**config.mk**
```make
export PLATFORM = sky130hd
export DESIGN_NAME = opp_arb
export DESIGN_NICKNAME = d
export VERILOG_FILES = /design/src/rtl/opp_arb.sv
export SDC_FILE = /design/constraint.sdc
export NUM_CORES = 1
export LEC_CHECK = 0
export BUFFER_PORTS_ARGS = -buffer_cell sky130_fd_sc_hd__buf_4
export CAP_MARGIN = 20
export CORE_MARGIN = 2
export CORE_UTILIZATION = 55
export DETAILED_ROUTE_END_ITERATION = 8
export HOLD_SLACK_MARGIN = 0.15
export PLACE_DENSITY = 0.8
export RECOVER_POWER = 50
export SYNTH_ARGS = -nofsm -noshare
export SYNTH_HDL_FRONTEND = slang
export SYNTH_SLANG_ARGS = --single-unit
```
**constraint.sdc**
```tcl
create_clock -name clk -period 3.3 [get_ports clk]
set_clock_uncertainty 0.2 [all_clocks]
set_input_delay 0.33 -clock clk [delete_from_list [all_inputs] [get_ports clk]]
set_output_delay 0.33 -clock clk [all_outputs]
set_load 0.1 [all_outputs]
```
**src/rtl/opp_arb.sv**
```systemverilog
// opp_arb: first-push arbiter for N player channels.
// Each channel's push level is edge-detected (MODE 0: rising edge, MODE 1:
// any toggle). In IDLE the lowest-index event wins and produces a one-cycle
// winrnd pulse. Every win is followed by a HOLD-cycle lockout during which
// events are discarded.
// Optional feature: define OPP_ARB_TALLY_EN to add saturating per-channel
// win counters on the tally port.
module opp_arb #(
    parameter int N    = 2,
    parameter int MODE = 0,
    parameter int HOLD = 4,
    parameter int TW   = 4
) (
    input  logic         clk,
    input  logic         rst,
    input  logic [N-1:0] sypush,
    output logic [N-1:0] winrnd,
    output logic [2:0]   wid,
    output logic         busy
`ifdef OPP_ARB_TALLY_EN
    ,
    output logic [N*TW-1:0] tally
`endif
);

    typedef enum logic [1:0] {
        S_IDLE,
        S_WIN,
        S_HOLD
    } state_t;

    state_t       state;
    logic [N-1:0] prev;
    logic [7:0]   lock_cnt;

    logic [N-1:0] ev;
    logic         ev_any;
    logic [N-1:0] first_hot;
    logic [2:0]   first_idx;

    // Event detection against the previous sample.
    assign ev     = (MODE == 0) ? (sypush & ~prev) : (sypush ^ prev);
    assign ev_any = |ev;

    // Lowest-index set bit of ev, as one-hot and as an index.
    always_comb begin
        // NOTE: every output of this block gets a default first, so no path leaves it unassigned and no latch is inferred.
        first_hot = '0;
        first_idx = '0;
        for (int i = N - 1; i >= 0; i--) begin
            if (ev[i]) begin
                first_hot    = '0;
                first_hot[i] = 1'b1;
                first_idx    = 3'(i);
            end
        end
    end

    // Previous-sample register, tracking in every state so a level still
    // held after lockout does not look like a fresh edge.
    always_ff @(posedge clk or posedge rst) begin
        // NOTE: sequential state uses non-blocking assignments so all registers update from pre-edge values.
        if (rst) begin
            prev <= '0;
        end else begin
            prev <= sypush;
        end
    end

    // Round FSM with registered winrnd, wid and busy.
    always_ff @(posedge clk or posedge rst) begin
        if (rst) begin
            state    <= S_IDLE;
            winrnd   <= '0;
            wid      <= '0;
            busy     <= 1'b0;
            lock_cnt <= '0;
        end else begin
            case (state)
                S_IDLE: begin
                    if (ev_any) begin
                        state  <= S_WIN;
                        winrnd <= first_hot;
                        wid    <= first_idx;
                        busy   <= 1'b1;
                    end else begin
                        winrnd <= '0;
                    end
                end
                S_WIN: begin
                    winrnd   <= '0;
                    lock_cnt <= 8'(HOLD - 1);
                    state    <= S_HOLD;
                end
                S_HOLD: begin
                    if (lock_cnt == 8'd0) begin
                        state <= S_IDLE;
                        busy  <= 1'b0;
                    end else begin
                        lock_cnt <= lock_cnt - 8'd1;
                    end
                end
                default: begin
                    state  <= S_IDLE;
                    winrnd <= '0;
                    busy   <= 1'b0;
                end
            endcase
        end
    end

`ifdef OPP_ARB_TALLY_EN
    // Saturating win counters, credited on the edge that enters WIN.
    always_ff @(posedge clk or posedge rst) begin
        // NOTE: the tally counters are architectural state visible on a port, so they are reset like any other register.
        if (rst) begin
            tally <= '0;
        end else if (state == S_IDLE && ev_any) begin
            for (int i = 0; i < N; i++) begin
                if (first_hot[i] && tally[i*TW +: TW] != {TW{1'b1}}) begin
                    tally[i*TW +: TW] <= tally[i*TW +: TW] + TW'(1);
                end
            end
        end
    end
`endif

endmodule
```
==> impl_results.md <==
* Status: finished, final reports clean
* Port bufs at 7
* Final Hold Fails at 0
* Clock root cell: clkbuf_4
* Die area at 1900 µm²
* Ys async rst share at 100.0%
* GPL Wtd Cong at 0.8407
* CTS tree: done
* Gr ovfl total at 0
* Slowest-stage cell, CP: nor3b_1
* Pleak at 0.4480 nW
* Max_cap viols at 0
* Worst path cell trace: inv_1 -> ha_1 -> nor3b_1 -> nand2_2 -> a221o_1
* Peak VDD IR at 709.8 µV
* Core area at 1489 µm²
* Fmax at 508.6 MHz
* Endpoints failing setup at 0
* Post-synthesis sequential area ratio at 46.44%
* CTS sink count at 16
* Startpoint types: flop
* Post-CTS sizing at 0
* Pre-antenna DRT Iters at 4
* Longest Clk Path Bufs at 2
* RSZ-0062 raised after global routing: false
* Layout area overhead at 12.48%
* CP top delay family: simple AND/OR/NAND/NOR gates
* Fin. max-slew vios at 0
* Min setup slack post-route at 1334 ps
* Final WL at 1661 µm
* Avg WL per Cell at 14.57 µm
* Synthesized flop and latch total at 16
* Post-route DRC at 0
* CTS buffer count at 3
* Initial DRC count at 17
* Max incr delay on CP at 410 ps
* CP arrival at 1940 ps
* # nets final at 105
* Placed cell area at 903.4 µm²
* Setup TNS at 0 ps
* Largest net degree at the start of global routing at 17
* HPWL Detailed at 1120 µm
* WS Path Type: reg2reg
* Post-layout min period at 1966 ps
* Worst-Skew Late Latency at 290 ps
* # rows at 14
* Most common cell after layout, fill and taps aside: dfrtp_1
* Int Pwr at 487.1 µW
* CP bufs+invs at 1
* CP max FO at 5
* HP Class: reg2reg
* Max-Slew Margin vs Limit at 61.26%
* Final Non-Filler Cells at 114
* Fin crit share at 59.58%
* Post-CTS setup buffer count at 0
* Dpl ws at 1358 ps
* Sw Share at 49.35%
* Initial antenna violation count at 0
* Critical Path End Type: flop
* Clock Pin Slew Worst Setup and Hold Paths at 100 ps
* Min Hold Slack at 337.8 ps
* Fin area at 969.7 µm²
* Vias post-DR at 671
* Main synth FF type: dfrtp_1
* Total track usage at 19.74%
* Top Ports at 10
* Design Power at 961.7 µW
* Antenna Cells at 0
* Share of cells above drive strength 1 at 16.33%
* Die W at 43.59 µm
* Yosys cell types at 39
* Vias in the first global route at 618
* Synth warnings at 0
* Worst-margin pin slew at 580.4 ps
* Clock Power Share at 13.6%
* Average size of a mapped cell at 9.796 µm²
* Post-Syn Area at 862.1 µm²
* Starting Density at 57.90%
* Inst Count DP at 107
* Die Span Y at 43.59 µm
* Seq pwr share at 37.1%
* Synth Instances at 88
* Vias/cell at 5.886
* P per Cell Area at 991.8 nW/µm²
* Number of flops mapped to enable cells by yosys at 0
* Net Switching at 474.6 µW
* Antenna-violating nets left at 0
* Htree depth at 1
* Commonest non-fill, non-tap cells in the layout: dfrtp_1 (16), nand2_1 (9), nor2_1 (7)
* Global-route wire length before repair at 2780 µm
* Critical Path RT at 3270 ps
* Comb power frac at 49.3%
* Final Util at 65.13%
==> power groups by stage <==
stage / registers (mW) / logic, mW / clock network, mW
after detailed placement: 0.358 / 0.468 / 0
after global routing: 0.367 / 0.522 / 0.138
after CTS: 0.354 / 0.475 / 0.132
after floorplan: 0.427 / 0.314 / 0
after global placement: 0.356 / 0.463 / 0
final: 0.357 / 0.474 / 0.131
==> sequential cells by signal (all words and copies together) (netlist names) <==
| name | count |
|---|---|
| state | 2 |
| prev | 2 |
| lock_cnt | 8 |
| winrnd | 2 |
| busy | 1 |
| wid | 1 |
==> cell usage after synthesis (2+ instances only) <==
cell	number	area [µm²]
a21oi_1	6	30.03
a221o_1	2	20.02
a311oi_1	2	17.52
buf_4	2	15.01
dfrtp_1	16	400.4
ha_1	2	25.02
inv_1	5	18.77
nand2_1	9	33.78
nor2_1	7	26.28
nor2b_1	3	18.77
nor3_1	4	20.02
nor3b_1	3	22.52
==> worst reg2reg max path: stages (launching register included) <==
cell and delay (ps):
dfrtp_1 400, inv_1 140, ha_1 200, nor3b_1 410
nand2_2 160, a221o_1 340
==> logic make-up after synthesis <==
group / share of synthesized area (%)
AO/OA/AOI/OAI: 18.73
adder cells (fa/ha/maj): 2.902
buffers and inverters: 6.675
flip-flops: 46.44
multiplexers: 1.161
other: 0.4350
AND/OR/NAND/NOR: 23.66
==> routing by layer <==
| layer | GRT usage, % | vias up | part of all wire (%) |
|---|---|---|---|
| met5 | 0 | - | 0 |
| met4 | 9.091 | 0 | 1.6 |
| met3 | 2.500 | 4 | 3.4 |
| met2 | 30.88 | 14 | 47 |
| met1 | 27.30 | 315 | 48 |
| li1 | - | 338 | - |
==> worst paths after layout <==
path	start	cells past startpoint	slack, ps	to
setup / recovery	lock_cnt[0]$_DFFE_PP0P_	5	1330	lock_cnt[2]$_DFFE_PP0P_
hold / removal	winrnd[0]$_DFFE_PP0N_	2	340	winrnd[0]$_DFFE_PP0N_
setup reg to reg	lock_cnt[0]$_DFFE_PP0P_	5	1330	lock_cnt[2]$_DFFE_PP0P_
hold reg to reg	winrnd[0]$_DFFE_PP0N_	2	340	winrnd[0]$_DFFE_PP0N_
max in group asynchronous	rst	3	2040	lock_cnt[7]$_DFFE_PP0P_
min in group asynchronous	rst	3	470	prev[0]$_DFF_PP0_
==> timing repair <==
| action | in CTS | in global routing |
|---|---|---|
| hold endpoints to repair | 18 | 0 |
| endpoints found under the setup margin | 0 | 0 |
| hold buffers | 3 | 0 |
==> layout make-up <==
type | count | area (µm²)
multi-input combinational | 62 | 407.9
inverter | 6 | 22.52
sequential | 16 | 400.4
clock buffer | 4 | 36.28
tap | 16 | 20.02
fill | 107 | 519.2
timing repair buffer | 10 | 82.58
Power figures use the tool's default switching activity.
